`src/rtl/multicycle_controller.sv`:
```
// Multi-cycle MIPS control unit: IF/ID/EX/MEM/WB sequencing with a memory-ready timeout and a retire counter.
// Define MCTRL_JR_EN to add jr decoding and the JumpReg output.
module multicycle_controller #(
    parameter int TIMEOUT = 15,
    parameter int CNT_W   = 32
) (
    input  logic             clk,
    input  logic             reset,
    input  logic [5:0]       Option,
    input  logic [5:0]       Function,
    input  logic             Zero,
    input  logic             mem_ready,
    output logic             PCWrite,
    output logic             PCBranch,
    output logic             PCJump,
    output logic             IRWrite,
    output logic [1:0]       Regdst,
    output logic             MemRead,
    output logic             MemWrite,
    output logic [1:0]       MemtoReg,
    output logic [2:0]       ALUOp,
    output logic             ALUSrc,
    output logic [1:0]       Sign,
    output logic             Regwrite,
    output logic [2:0]       state,
    output logic             illegal,
    output logic             mem_fault,
`ifdef MCTRL_JR_EN
    output logic             JumpReg,
`endif
    output logic [CNT_W-1:0] insn_cnt
);

    typedef enum logic [2:0] {
        S_INIT = 3'd0,
        S_IF   = 3'd1,
        S_ID   = 3'd2,
        S_EX   = 3'd3,
        S_MEM  = 3'd4,
        S_WB   = 3'd5
    } state_t;

    typedef enum logic [3:0] {
        C_ADDU, C_SUBU, C_ORI, C_LW, C_SW, C_BEQ, C_LUI, C_JAL, C_JR, C_ILL
    } cls_t;

    // Last wait-counter value before a missing mem_ready becomes a fault
    localparam logic [7:0] TO_LAST = 8'(TIMEOUT - 1);

    state_t           state_q, state_d;
    cls_t             cls_q, cls_d;
    cls_t             dec_cls;
    logic [7:0]       wait_q, wait_d;
    logic             fault_q, fault_d;
    logic [CNT_W-1:0] cnt_q, cnt_d;
    logic             retire;

    always_comb begin
        dec_cls = C_ILL;
        case (Option)
            6'b000000: begin
                if (Function == 6'b100001)      dec_cls = C_ADDU;
                else if (Function == 6'b100011) dec_cls = C_SUBU;
`ifdef MCTRL_JR_EN
                else if (Function == 6'b001000) dec_cls = C_JR;
`endif
            end
            6'b001101: dec_cls = C_ORI;
            6'b100011: dec_cls = C_LW;
            6'b101011: dec_cls = C_SW;
            6'b000100: dec_cls = C_BEQ;
            6'b001111: dec_cls = C_LUI;
            6'b000011: dec_cls = C_JAL;
            default:   dec_cls = C_ILL;
        endcase
    end

    always_comb begin
        state_d = state_q;
        cls_d   = cls_q;
        wait_d  = 8'd0;
        fault_d = fault_q;
        retire  = 1'b0;
        case (state_q)
            S_INIT: state_d = S_IF;
            S_IF: begin
                if (mem_ready) begin
                    state_d = S_ID;
                end else if (wait_q == TO_LAST) begin
                    fault_d = 1'b1;
                    state_d = S_IF;
                end else begin
                    wait_d = wait_q + 8'd1;
                end
            end
            S_ID: begin
                cls_d = dec_cls;
                case (dec_cls)
                    C_ILL:   state_d = S_IF;
                    C_JAL:   state_d = S_WB;
                    default: state_d = S_EX;
                endcase
            end
            S_EX: begin
                case (cls_q)
                    C_LW, C_SW: state_d = S_MEM;
                    C_BEQ, C_JR: begin
                        state_d = S_IF;
                        retire  = 1'b1;
                    end
                    default: state_d = S_WB;
                endcase
            end
            S_MEM: begin
                if (mem_ready) begin
                    if (cls_q == C_SW) begin
                        state_d = S_IF;
                        retire  = 1'b1;
                    end else begin
                        state_d = S_WB;
                    end
                end else if (wait_q == TO_LAST) begin
                    fault_d = 1'b1;
                    state_d = S_IF;
                end else begin
                    wait_d = wait_q + 8'd1;
                end
            end
            S_WB: begin
                state_d = S_IF;
                retire  = 1'b1;
            end
            default: state_d = S_INIT;
        endcase
        cnt_d = retire ? cnt_q + CNT_W'(1) : cnt_q;
    end

    always_ff @(posedge clk or negedge reset) begin
        if (!reset) begin
            state_q <= S_INIT;
            cls_q   <= C_ILL;
            wait_q  <= 8'd0;
            fault_q <= 1'b0;
            cnt_q   <= '0;
        end else begin
            state_q <= state_d;
            cls_q   <= cls_d;
            wait_q  <= wait_d;
            fault_q <= fault_d;
            cnt_q   <= cnt_d;
        end
    end

    // Moore strobes from state and registered class; only IRWrite/PCWrite look at mem_ready
    always_comb begin
        PCWrite  = 1'b0;
        PCBranch = 1'b0;
        PCJump   = 1'b0;
        IRWrite  = 1'b0;
        Regdst   = 2'b00;
        MemRead  = 1'b0;
        MemWrite = 1'b0;
        MemtoReg = 2'b00;
        ALUOp    = 3'b000;
        ALUSrc   = 1'b0;
        Sign     = 2'b00;
        Regwrite = 1'b0;
        illegal  = 1'b0;
`ifdef MCTRL_JR_EN
        JumpReg  = 1'b0;
`endif
        case (state_q)
            S_IF: begin
                MemRead = 1'b1;
                IRWrite = mem_ready;
                PCWrite = mem_ready;
            end
            S_ID: illegal = (dec_cls == C_ILL);
            S_EX: begin
                case (cls_q)
                    C_SUBU: ALUOp = 3'b001;
                    C_ORI: begin
                        ALUOp  = 3'b010;
                        ALUSrc = 1'b1;
                    end
                    C_LUI: begin
                        ALUOp  = 3'b011;
                        ALUSrc = 1'b1;
                        Sign   = 2'b10;
                    end
                    C_LW, C_SW: begin
                        ALUSrc = 1'b1;
                        Sign   = 2'b01;
                    end
                    C_BEQ: begin
                        ALUOp    = 3'b001;
                        PCBranch = Zero;
                    end
`ifdef MCTRL_JR_EN
                    C_JR: begin
                        PCJump  = 1'b1;
                        JumpReg = 1'b1;
                    end
`endif
                    default: ;
                endcase
            end
            S_MEM: begin
                MemRead  = (cls_q == C_LW);
                MemWrite = (cls_q == C_SW);
            end
            S_WB: begin
                Regwrite = 1'b1;
                case (cls_q)
                    C_ADDU, C_SUBU: Regdst = 2'b01;
                    C_LW:           MemtoReg = 2'b01;
                    C_JAL: begin
                        Regdst   = 2'b10;
                        MemtoReg = 2'b10;
                        PCJump   = 1'b1;
                    end
                    default: ;
                endcase
            end
            default: ;
        endcase
    end

    assign state     = state_q;
    assign mem_fault = fault_q;
    assign insn_cnt  = cnt_q;

endmodule

```
`config.mk`:
```
export PLATFORM = sky130hd
export DESIGN_NAME = multicycle_controller
export DESIGN_NICKNAME = d
export VERILOG_FILES = /design/src/rtl/multicycle_controller.sv
export SDC_FILE = /design/constraint.sdc
export NUM_CORES = 1
export LEC_CHECK = 0
export CAP_MARGIN = 0
export CORE_MARGIN = 1.5
export CORE_UTILIZATION = 49
export CTS_CLUSTER_SIZE = 25
export DETAILED_ROUTE_END_ITERATION = 10
export MAX_ROUTING_LAYER = met4
export PLACE_DENSITY = 0.81
export SLEW_MARGIN = 0
export SYNTH_ARGS = -nofsm -noshare
export SYNTH_HDL_FRONTEND = slang
export SYNTH_SLANG_ARGS = --single-unit
```
`constraint.sdc`:
```
create_clock -name clk -period 2.4 [get_ports clk]
set_input_delay 0.24 -clock clk [delete_from_list [all_inputs] [get_ports clk]]
set_output_delay 0.24 -clock clk [all_outputs]
set_load 0.02 [all_outputs]
```
# Yosys cells after proc, flatten, opt, wreduce, memory -nomap -nowiden
# Index checks and enable logic that the tools add are counted.
# word_totals
reg_bits,48
output_inout_bits,54
# op_classes
add_sub_neg,2
eq_ne,24
muxes,36
bitwise_logic,1
reduce_logical,11
# ops
op,count
adder 32 x 1 -> 32 bit (second input constant),1
one-hot mux 4 bit (7 select lines),1
equality test 6 bit (second input constant),4
2-to-1 mux 8 bit,3
equality test 4 x 3 -> 1 bit (second input constant),5
one-hot mux 3 bit (5 select lines),1
2-to-1 mux 1 bit,13
equality test 6 x 4 -> 1 bit (second input constant),2
2-to-1 mux 3 bit,4
one-hot mux 2 bit (2 select lines),3
one-hot mux 3 bit (2 select lines),2
OR reduction 2 bit,6
adder 8 x 1 -> 8 bit (second input constant),1
equality test 4 x 2 -> 1 bit (second input constant),2
equality test 4 bit (second input constant),2
equality test 8 x 4 -> 1 bit (second input constant),1
2-to-1 mux 2 bit,4
2-to-1 mux 4 bit,2
equality test 3 x 2 -> 1 bit (second input constant),2
equality test 3 bit (second input constant),2
equality test 6 x 2 -> 1 bit (second input constant),1
equality test 6 x 3 -> 1 bit (second input constant),1
zero test 6 bit,1
one-hot mux 2 bit (3 select lines),1
other kinds (9),9

# Depth between registers and ports, before layout
# logic_depth
word_depth,7
ltp_mapped,7

# Least setup slack after synthesis
# Ideal clock, no wire load.
# synth_path
path_kind,register to output
start,"register state_q[1], in the netlist state[1]"
end,output port Sign[1]
arrival_ns,2.215
required_time_ns,2.160
setup_slack_ns,-0.055
path_stages_with_launch,5
path_buffers,1
path_cell_list,dfrtp_1 > clkbuf_1 > nand3b_1 > nor4b_1 > and2_1
# synth_via
elab_chain_cells,2
# synth_lines
element,line_no,rtl
"start, declared",50,"state_t state_q, state_d;"
"start signal, assigned",146,state_q <= state_d;
equality test 3 x 2 -> 1 bit,172,case (state_q)
2-to-1 mux 2 bit,172,
"end, declared",23,"output logic [1:0] Sign,"
# No other way between the ends.

# Worst setup path in the final report
# layout_path
start,register cls_q[0]
end,output port ALUSrc
# layout_via
elab_chain_cells,4
# layout_lines
element,line_no,rtl
"start, declared",51,"cls_t cls_q, cls_d;"
"start signal, assigned",147,cls_q <= cls_d;
equality test 4 x 3 -> 1 bit or equality test 4 x 2 -> 1 bit (tied branches),180,case (cls_q)
OR reduction 4 bit (no line) (*),n/a,
2-to-1 mux 1 bit (*),180,
2-to-1 mux 1 bit (*),172,
"end, declared",22,"output logic ALUSrc,"
# Mark *: on every way between the ends. The rest lies on a longest branch, timed or not.

==> flow_summary.json <==
{
  "run_status": "completed",
  "via_per_inst": 5.284,
  "synth_area_mm2": 0.002688,
  "ctsLongestPathBuffers": 2,
  "hpwl_um": 4435,
  "synth-seq-area-share_pct": 44.79,
  "antennaDiodeCount": 0,
  "cts_made_buffers": 5,
  "dieArea_mm2": 0.005938,
  "die_w_um": 77.06,
  "cts_root_buffer": "clkbuf_8",
  "synth_fa_ha_area_share_pct": 1.397,
  "min_to": "insn_cnt[31]$_DFFE_PN0P_",
  "power.leakage_nw": 1.560,
  "period_minus_slack_ns": 2.316,
  "ys_warn_count": 0,
  "num_vias": 2230,
  "ir_worst_vdd_mv": 0.5643,
  "path_cells": "nand2_1 > or3_1 > a21oi_1 > or2_2 > dlygate4sd2_1",
  "crit_type": "flip-flop to primary output",
  "final.period_utilization_pct": 96.49,
  "grt_use_met2_pct": 36.37,
  "cp-start-kind": "flip-flop",
  "grt_max_degree": 33,
  "antenna_left": 0,
  "async_flop_share_pct": 100.0,
  "syn_nets": 286,
  "r2r_start": "cls_q[3]$_DFFE_PN1P_",
  "cp.required_ns": 2.16,
  "setup_slack_ns": 0.08423,
  "io_buffer_count": 68,
  "row_count": 26,
  "grt-ovfl-total": 0,
  "r2r-end": "insn_cnt[16]$_DFFE_PN0P_",
  "worst_pin_slew_ns": 0.7039,
  "top_usage_layer": "met2",
  "grt_use_met3_pct": 3.810,
  "fmaxAchievable_mhz": 431.8,
  "area_delta_synth_final_pct": 36.13,
  "cp_slowest_cell": "dfstp_2",
  "skew_ns": 0.008250,
  "p_total_w": 0.002566,
  "synthXorXnorAreaFrac_pct": 12.66,
  "wirelength_um": 6039,
  "gp_congestion": 0.8932,
  "cts_tree": "done",
  "maxCapViolCount": 0,
  "ios": 70,
  "max_slew_margin_pct": 53.07,
  "remaining_drc_errors": 0,
  "cts.clk_slew.worst_paths_ns": 0.09,
  "final-max-slew-violation-count": 0,
  "crit_arrival_ns": 2.08,
  "hold_violations": 0,
  "end_kind": "primary output",
  "timing.hold.ws_ns": 0.4785,
  "h-tree-depth": 2,
  "power_density_mw_per_mm2": 701.3,
  "fill_cells": 404,
  "clk_latency_ns": 0.30,
  "synth-seq-cells": 48,
  "place_ws_ns": 0.03268,
  "synthFlopType": "dfrtp_1",
  "final_layout_size_suffix_gt1_share_pct": 14.77,
  "setup_violations": 0,
  "yosys-mux-area-fraction_pct": 0.7914,
  "netlist_instances": 267,
  "drt_first_iter_violations": 89,
  "grt_pass1_wl_um": 10360,
  "max_stage_delay_ns": 0.64,
  "synth_edf_count": 0,
  "hold_class": "flip-flop to flip-flop",
  "synth_compound_area_share_pct": 10.10,
  "first_pass_iters": 4,
  "yosys.area.top_type_share_pct": 42.83,
  "worstHoldPathCells": 1,
  "clkSinkCount": 48,
  "yosys.area.top_type": "dfrtp_1",
  "start_util_pct": 51.63,
  "tns_ns": 0,
  "core_mm2": 0.005205,
  "fp.dieH_um": 77.06,
  "ff2ff_setup_slack_ns": 0.21,
  "post_drt_wl_per_cell_um": 14.31,
  "r2r_cells": 5,
  "holdCritStartpoint": "insn_cnt[31]$_DFFE_PN0P_",
  "synth_area_leaders": "dfrtp_1 (43%), xnor2_1 (8.1%), nor2_1 (3.9%), xor2_1 (3.9%), nand2_1 (2.8%)",
  "yosys.cell_types.count": 55,
  "synthSimpleGateAreaFrac_pct": 26.49,
  "grtUsageMet1_pct": 28.37,
  "grt_pass1_vias": 2215,
  "antenna_found_initial": 0,
  "synth_top_family_by_area": "simple AND/OR/NAND/NOR gates",
  "grtUsageTotal_pct": 22.45,
  "final_nets": 370,
  "crit_fanout": 9,
  "avgSynthCellArea_um2": 10.07
}
==> kinds of logic (layout without fill, tap and decap cells) <==
kind of cell / after synthesis / after routing
buf+inv: 20 / 105
fa+ha+maj: 3 / 3
compound gates: 30 / 30
simple gates: 125 / 125
xor+xnor: 38 / 38
mux: 2 / 2
other cells: 1 / 1
flops: 48 / 48
==> timing repair <==
action                                  4_1_cts  5_1_grt
endpoints found under the hold margin        12        0
setup buffers                                 0        3
hold buffers                                  1        0
endpoints found under the setup margin        9        7
gates cloned                                  0        0
pin swaps                                     0        1
gates resized for setup                       5        4
==> power by group <==
group	leakage, nW	internal (W)	switching (W)
clock	0.0434	0.000233	0.000276
sequential	0.627	0.000929	0.000174
combinational	0.889	0.000454	0.000499
==> synthesized netlist by cell type (all sizes together) (2+ instances only) <==
cell,number
nor4b,2
a31o,2
inv,10
xnor2,25
o2111ai,2
buf,5
nand2,20
dfrtp,46
and4,2
ha,3
nand3,11
a21boi,2
o21ai,6
nand3b,5
xor2,13
or3,3
nand4b,4
nor3,12
nand2b,4
nor2b,4
a21oi,3
nand4,10
and3,5
dfstp,2
nor4,4
nor2,28
clkbuf,5
and2,5
a31oi,4
or2,2
==> per-layer routing <==
layer	vias up	wire [µm]
met1	1070	2843
met3	9	205
li1	1096	-
met5	-	0
met2	55	2887
met4	0	103
==> sequential cells by signal, indices dropped and copies added (netlist names) <==
| register | count |
|---|---|
| cls_q | 4 |
| insn_cnt | 32 |
| state | 3 |
| wait_q | 8 |
| mem_fault | 1 |
==> how the worst max path moves through the flow <==
stage	from	to	slack, ns	cells after the start
after global routing	state[1]$_DFF_PN0_	Regdst[1]	-0.03	4
after CTS	state[1]$_DFF_PN0_	Regdst[1]	0.03	4
after detailed placement	Option[5]	illegal	0.03	6
after floorplan	state[1]$_DFF_PN0_	Sign[1]	0.27	4
final	cls_q[0]$_DFFE_PN1P_	ALUSrc	0.08	5
after global placement	Option[5]	illegal	0.05	6
==> layout make-up <==
cell class,count,area [µm²],area share [%]
clock buffer,6,82.58,2.257
multi-input combinational,199,1406,38.44
tap,70,87.58,2.394
inverter,10,37.54,1.026
timing repair buffer,87,824.5,22.54
clock inverter,2,15.01,0.4104
sequential,48,1205,32.93
==> layout by cell type (no fill, tap or decap), types with 5 or more instances in the layout <==
master | Yosys | routed
dfrtp_1 | 46 | 45
nand3b_1 | 5 | 5
clkdlybuf4s50_1 | 0 | 61
xor2_1 | 12 | 12
clkbuf_8 | 0 | 6
nand2_1 | 20 | 20
nor3_2 | 5 | 5
and2_1 | 5 | 5
nor3_1 | 7 | 7
o21ai_0 | 6 | 6
nand4_1 | 10 | 10
nor2_1 | 28 | 28
xnor2_1 | 25 | 25
and3_1 | 5 | 5
buf_4 | 4 | 18
nand3_1 | 11 | 11
inv_1 | 9 | 9
==> stage by stage <==
| step | util (%) | instance area [µm²] | cells |
|---|---|---|---|
| floorplan | - | 2694 | 267 |
| global placement | 67.43 | 3510 | 410 |
| detailed placement | 67.43 | 3510 | 410 |
| CTS | 69.54 | 3620 | 419 |
| global route | 70.29 | 3659 | 422 |
| finish | 70.29 | 3659 | 422 |
==> worst max-delay path: cells and delay by family, from the launching register on <==
family / cells / cell delay [ns]
simple gates: 3 / 0.62
buf+inv: 1 / 0.32
compound gates: 1 / 0.20
flops: 1 / 0.64
Power figures use the tool's default switching activity.
